`src/rtl/lms_controller.sv`:
```
// LMS adaptive-filter sequencer: walks the datapath through reset, read,
// filter, error, weight-update and write-back steps for N_SAMPLES samples.
// Ports: clock, reset (async, active-high), start, abort, done_* step flags,
// step enables (*_active), busy, run_done, error, sample_count, err_state.
module lms_controller #(
  parameter int N_SAMPLES = 50,
  parameter int TIMEOUT   = 255
) (
  input  logic        clock,
  input  logic        reset,
  input  logic        start,
  input  logic        abort,
  input  logic        done_read_Dn,
  input  logic        done_read_Xn,
  input  logic        done_yn,
  input  logic        done_en,
  input  logic        done_wn1,
  input  logic        done_write_wn,
  output logic        sys_reset_active,
  output logic        memory_Dn_active,
  output logic        memory_Xn_active,
  output logic        y_active,
  output logic        e_active,
  output logic        w_active,
  output logic        memory_bobot_active,
  output logic        busy,
  output logic        run_done,
  output logic        error,
  output logic [15:0] sample_count,
  output logic [3:0]  err_state
);

  typedef enum logic [3:0] {
    IDLE    = 4'd0,
    SYS_RST = 4'd1,
    RD_DN   = 4'd2,
    RD_XN   = 4'd3,
    CALC_Y  = 4'd4,
    CALC_E  = 4'd5,
    CALC_W  = 4'd6,
    WR_W    = 4'd7,
    NEXT    = 4'd8,
    DONE    = 4'd9,
    ERROR   = 4'd10
  } state_t;

  localparam logic [15:0] TMO_LAST = 16'(TIMEOUT - 1);
  localparam logic [15:0] N_CNT    = 16'(N_SAMPLES);

  state_t      state;
  state_t      nxt;
  logic [15:0] wait_cnt;
  logic [15:0] cnt_inc;
  logic        is_step;
  logic        step_done;
  logic        tmo;

  // Saturating increment: the counter never wraps back to zero.
  assign cnt_inc = (sample_count == 16'hFFFF) ? sample_count
                                             : sample_count + 16'd1;

  always_comb begin
    is_step   = 1'b1;
    step_done = 1'b0;
    case (state)
      RD_DN:   step_done = done_read_Dn;
      RD_XN:   step_done = done_read_Xn;
      CALC_Y:  step_done = done_yn;
      CALC_E:  step_done = done_en;
      CALC_W:  step_done = done_wn1;
      WR_W:    step_done = done_write_wn;
      default: is_step   = 1'b0;
    endcase
  end

  // A done flag in the final allowed cycle beats the timeout.
  assign tmo = is_step && !step_done && (wait_cnt == TMO_LAST);

  always_comb begin
    nxt = state;
    case (state)
      IDLE:    if (start) nxt = SYS_RST;
      SYS_RST: nxt = RD_DN;
      RD_DN:   if (step_done) nxt = RD_XN;
      RD_XN:   if (step_done) nxt = CALC_Y;
      CALC_Y:  if (step_done) nxt = CALC_E;
      CALC_E:  if (step_done) nxt = CALC_W;
      CALC_W:  if (step_done) nxt = WR_W;
      WR_W:    if (step_done) nxt = NEXT;
      NEXT:    nxt = (cnt_inc == N_CNT) ? DONE : RD_DN;
      DONE:    nxt = IDLE;
      ERROR:   nxt = ERROR;
      default: nxt = IDLE;
    endcase
    if (tmo)   nxt = ERROR;
    if (abort) nxt = IDLE;
  end

  // Outputs are decoded from the next state so they are registered
  // yet line up with the state they belong to.
  always_ff @(posedge clock or posedge reset) begin
    if (reset) begin
      state               <= IDLE;
      wait_cnt            <= '0;
      sys_reset_active    <= 1'b0;
      memory_Dn_active    <= 1'b0;
      memory_Xn_active    <= 1'b0;
      y_active            <= 1'b0;
      e_active            <= 1'b0;
      w_active            <= 1'b0;
      memory_bobot_active <= 1'b0;
      busy                <= 1'b0;
      run_done            <= 1'b0;
      error               <= 1'b0;
      sample_count        <= '0;
      err_state           <= '0;
    end else begin
      state <= nxt;
      if (nxt != state)
        wait_cnt <= '0;
      else if (is_step && !step_done)
        wait_cnt <= wait_cnt + 16'd1;

      sys_reset_active    <= (nxt == SYS_RST);
      memory_Dn_active    <= (nxt == RD_DN);
      memory_Xn_active    <= (nxt == RD_XN);
      y_active            <= (nxt == CALC_Y);
      e_active            <= (nxt == CALC_E);
      w_active            <= (nxt == CALC_W);
      memory_bobot_active <= (nxt == WR_W);
      busy     <= !(nxt inside {IDLE, DONE, ERROR});
      run_done <= (nxt == DONE);
      error    <= (nxt == ERROR);

      if (state == IDLE && nxt == SYS_RST)
        sample_count <= '0;
      else if (state == NEXT && !abort)
        sample_count <= cnt_inc;

      if (abort)
        err_state <= '0;
      else if (tmo)
        err_state <= state;
    end
  end

endmodule

```
`config.mk`:
```
export PLATFORM = sky130hd
export DESIGN_NAME = lms_controller
export DESIGN_NICKNAME = d
export VERILOG_FILES = /design/src/rtl/lms_controller.sv
export SDC_FILE = /design/constraint.sdc
export NUM_CORES = 1
export LEC_CHECK = 0
export CAP_MARGIN = 20
export CORE_MARGIN = 2
export CORE_UTILIZATION = 25
export CTS_BUF_LIST = sky130_fd_sc_hd__clkbuf_16
export CTS_CLUSTER_SIZE = 16
export DETAILED_ROUTE_END_ITERATION = 12
export RECOVER_POWER = 50
export SLEW_MARGIN = 30
export SYNTH_ARGS = -nofsm -noshare
export SYNTH_HDL_FRONTEND = slang
export SYNTH_SLANG_ARGS = --single-unit
export TNS_END_PERCENT = 5
```
`constraint.sdc`:
```
create_clock -name clock -period 2.4 [get_ports clock]
set_input_delay 0.48 -clock clock [delete_from_list [all_inputs] [get_ports clock]]
set_output_delay 0.48 -clock clock [all_outputs]
set_load 0.01 [all_outputs]
```
==> results of run 1 <==
==> sequential cells by signal, summed over array words and instances, names as in the netlist <==
signal               count
y_active                 1
e_active                 1
wait_cnt                16
state                    4
sample_count            16
memory_Xn_active         1
memory_Dn_active         1
err_state                4
busy                     1
error                    1
w_active                 1
sys_reset_active         1
run_done                 1
memory_bobot_active      1
==> routing by layer <==
layer	vias up	routed length, µm
met4	0	175
met3	14	313
li1	1471	-
met1	1465	3780
met2	48	4410
met5	-	0
==> cell type report <==
cell class	instances	area (µm²)
inverters	12	45.0
flip-flops and latches	50	1260
clock inverters	3	40.0
fillers	1171	7330
repair buffers	130	1100
clock buffers	5	125
multi-input cells	261	1950
well taps	168	210
==> worst paths after layout <==
check	startpoint	end	cells past startpoint
max in group asynchronous	reset	wait_cnt[12]	3
worst max-delay path	sample_count[0]	wait_cnt[0]	9
worst min register to register	err_state[1]	err_state[1]	2
worst min-delay path	err_state[1]	err_state[1]	2
worst max register to register	sample_count[0]	wait_cnt[0]	9
min in group asynchronous	reset	sample_count[1]	2
==> critical path, delay by kind of cell (launching register included) <==
kind	cells	cell delay, ns
buffers and inverters	2	0.33
AO/OA/AOI/OAI	2	0.45
AND/OR/NAND/NOR	5	1.08
flip-flops	1	0.43
==> through the flow <==
stage / worst slack, ns / util (%) / instances
6_report: 0.00606 / 39.2 / 629
5_1_grt: -0.0827 / 39.2 / 629
4_1_cts: -0.0454 / 37.5 / 625
3_5_place_dp: -0.319 / 35.2 / 615
3_3_place_gp: -0.264 / 35.2 / 615
2_1_floorplan: 0.0106 / - / 343
==> placed cells by master (no fill, tap or decap), types with 5 or more instances in the layout <==
cell type	Yosys	final
sky130_fd_sc_hd__nand2_1	22	21
sky130_fd_sc_hd__nor4_1	11	5
sky130_fd_sc_hd__buf_4	1	82
sky130_fd_sc_hd__clkbuf_16	0	5
sky130_fd_sc_hd__dfrtp_1	50	46
sky130_fd_sc_hd__and4_1	6	6
sky130_fd_sc_hd__and3_1	10	9
sky130_fd_sc_hd__xor2_1	10	9
sky130_fd_sc_hd__dlygate4sd3_1	0	6
sky130_fd_sc_hd__nor2_1	38	37
sky130_fd_sc_hd__nand4_1	7	7
sky130_fd_sc_hd__nor3_2	1	8
sky130_fd_sc_hd__nor3_1	20	13
sky130_fd_sc_hd__a21oi_1	16	14
sky130_fd_sc_hd__xnor2_1	18	18
sky130_fd_sc_hd__o21ai_0	9	8
sky130_fd_sc_hd__nand3_1	29	26
sky130_fd_sc_hd__clkdlybuf4s50_1	0	29
sky130_fd_sc_hd__inv_1	12	11
sky130_fd_sc_hd__buf_6	3	5
==> cells in the mapped netlist, drive strengths merged, types with 9 or more instances <==
master and n:
nand2 22, nor4 12, a21oi 17, inv 12
o21ai 11, buf 12, nand3 31, xnor2 18
nand4 9, dfrtp 50, and3 10, xor2 10
nor3 22, nor2 38
==> power groups by stage <==
stage / Sequential, mW / Combinational (mW) / Clock, mW
5_1_grt: 0.875 / 0.453 / 0.870
6_report: 0.874 / 0.418 / 0.808
2_1_floorplan: 0.890 / 0.187 / 0
3_5_place_dp: 0.888 / 0.351 / 0
3_3_place_gp: 0.890 / 0.345 / 0
4_1_cts: 0.873 / 0.364 / 0.828
==> timing repair <==
| action | CTS | global route |
|---|---|---|
| gates cloned | 0 | 0 |
| resized for setup | 20 | 40 |
| setup buffers | 2 | 4 |
| pin swaps | 10 | 15 |
| setup endpoints to repair | 40 | 42 |
==> logic make-up (layout without fill, tap and decap cells) <==
group,Yosys count,count (layout),synth area share (%)
fa+ha+maj,3,3,1.21
buf+inv,32,150,5.13
xor+xnor,28,28,7.92
flops,50,50,40.4
simple gates,178,178,32.9
compound gates,45,45,9.74
mux,7,7,2.67
==> impl_results.rst, run 1 <==
.. list-table::
   :header-rows: 1

   * - Metric
     - Value
   * - Worst slack on hold paths
     - around 0.52 ns
   * - TritonCTS sink count
     - 50
   * - Core Region
     - roughly 12,000 µm²
   * - Maximum number of pins on one net before global-route repair
     - 25
   * - Sum Neg Setup Slack
     - 0 ns
   * - Final worst clock skew
     - slightly above 0.008 ns
   * - Cell types with the largest area share after synthesis
     - sky130_fd_sc_hd__dfrtp_1 40%, sky130_fd_sc_hd__xnor2_1 5.1%, sky130_fd_sc_hd__nand3_1 4.7%, sky130_fd_sc_hd__nor2_1 4.6%, sky130_fd_sc_hd__nor3_1 3.2%
   * - Vias in the first global route
     - slightly above 3,000
   * - Post-detailed-route wirelength per cell
     - 13.8 µm
   * - Met2 Usage GRT
     - about a quarter
   * - Grt total ovfl
     - 0
   * - Met3 Use GR
     - 2.58%
   * - Width of the die
     - 115 µm
   * - Most Frequent Cell on Critical Path
     - sky130_fd_sc_hd__a211oi_2
   * - Initial antenna violation count
     - 0
   * - Area Growth Syn to Fin
     - 52.8%
   * - P_sw
     - 0.561 mW
   * - Run status
     - finished, final reports clean
   * - Starting utilization of the core area
     - 25.7%
   * - Area share of the largest cell type after synthesis
     - just over 40%
   * - Combinational share of power
     - approximately a fifth
   * - Antenna-violating nets left
     - 0
   * - Main flop type after synthesis
     - sky130_fd_sc_hd__dfrtp_1
   * - Gp weighted congestion
     - 0.871
   * - Area of the mapped netlist
     - about 3100 µm²
   * - Mean Syn Cell Area
     - between 9 and 10 µm²
   * - Clock network power share
     - ~39%
   * - 1st-pass router iterations
     - 4
   * - Final design area excluding fillers
     - between 4000 and 5000 µm²
   * - Crit path capture type
     - flip-flop
   * - Number of warnings reported in the yosys synthesis log
     - 0
   * - VDD IR-drop max
     - 0.000250 V
   * - Number of enable-type register cells in the synthesized netlist
     - 0
   * - Global Route met1 Usage
     - approximately 16%
   * - Fin. max-slew vios
     - 0
   * - Number of distinct standard cells referenced by the synthesized netlist
     - 57
   * - First DRT Iteration DRCs
     - between 150 and 200
   * - TritonCTS clock tree
     - yes
   * - Worst-case register-to-register setup slack
     - 0.006 ns
   * - Pleak
     - just over 2 nW
   * - N_diodes
     - 0
   * - CTS buffer count
     - 5
   * - Overall die area
     - approximately 13,000 µm²
   * - Cell count after synthesis
     - between 300 and 400
   * - Final period util
     - 99.7%
   * - Number of violations of the max-capacitance limit
     - 0
   * - Fraction of layout cells with a size suffix above 1
     - 33.2%
   * - Final setup fails
     - 0
   * - Total detailed-routing wirelength
     - 8680 µm
   * - Hold Path Class
     - reg2reg
   * - Total of buffers placed on input and output ports
     - 39
   * - Fraction of power consumed by sequential logic
     - a little over two fifths
   * - Clk root buf
     - sky130_fd_sc_hd__clkbuf_16
   * - Overall Global Routing Usage
     - a little over an eighth
   * - Vias/cell
     - between 4 and 5
   * - Power consumption
     - ~2.1 mW
   * - Required arrival time at the worst endpoint
     - 2.60 ns
   * - Overall die height
     - between 100 and 150 µm
   * - Crit Path Class
     - reg2reg
   * - Number of nets in the synthesized netlist
     - 356
   * - Placement Rows
     - 40
   * - Wire length of the first global-routing pass
     - ~14,000 µm
   * - Final critical-path required period
     - around 2.4 ns
   * - Seq/Total Area, Yosys
     - between 40% and 50%
   * - Post-DP HPWL
     - 6400 µm
   * - Cell area reported after detailed placement
     - 4240 µm²
   * - Most Crowded Layer GR
     - met2
   * - Worst-Skew Late Latency
     - between 0.2 and 0.3 ns
   * - Slowest CP cell
     - sky130_fd_sc_hd__dfrtp_2
   * - Number of nets in the final layout
     - ~470
   * - Area leader, netlist
     - sky130_fd_sc_hd__dfrtp_1
   * - Via count
     - ~3,000
   * - Bufs on Longest Clock Path
     - 2
   * - Maximum fanout encountered on the critical timing path
     - 8
   * - Final hold vios
     - 0
   * - PD cells
     - 444 nW/µm²
   * - Count of pins on the block boundary
     - 40
   * - Remaining max-slew budget at the tightest pin
     - 35.6%
   * - Number of design rule violations left after detail routing
     - 0
   * - CP arrival
     - roughly 2.6 ns
   * - RSZ-0062 raised after global routing
     - true
   * - Cell internal power dissipation
     - around 1.5 mW
   * - Longest individual stage delay on the worst path
     - 0.43 ns
   * - Crit path launch type
     - flip-flop
   * - Pin slew with the least headroom to its limit
     - just under 1 ns
   * - Share of synthesized registers carrying an async set or reset
     - 100%
   * - H-tree depth
     - 2
   * - Maximum clock frequency
     - about 0.42 GHz
   * - Clock transition time at the flip-flop clock pins of the worst setup and hold paths
     - ~0.070 ns
   * - Cell chain of the critical path
     - buf_4, and4_1, and3_1, a211oi_2, nand3_2, nor4b_4, a211oi_2, buf_6, nor4_4
   * - Yosys reg bits
     - 50
   * - Switching power as a share of total power
     - a little over a quarter
   * - Post-cts hold buffer count
     - 0
Note: power is estimated with default switching activity, not from simulation.
==> run 2, diff against run 1 <==
--- a/config.mk
+++ b/config.mk
@@ -9,6 +9,7 @@
 export CORE_MARGIN = 2
 export CORE_UTILIZATION = 25
 export CTS_BUF_LIST = sky130_fd_sc_hd__clkbuf_16
+export CTS_CLUSTER_DIAMETER = 50
 export CTS_CLUSTER_SIZE = 16
 export DETAILED_ROUTE_END_ITERATION = 12
 export RECOVER_POWER = 50
==> results of run 2 <==
Final layout, timing and power as in run 1 (identical DEF).
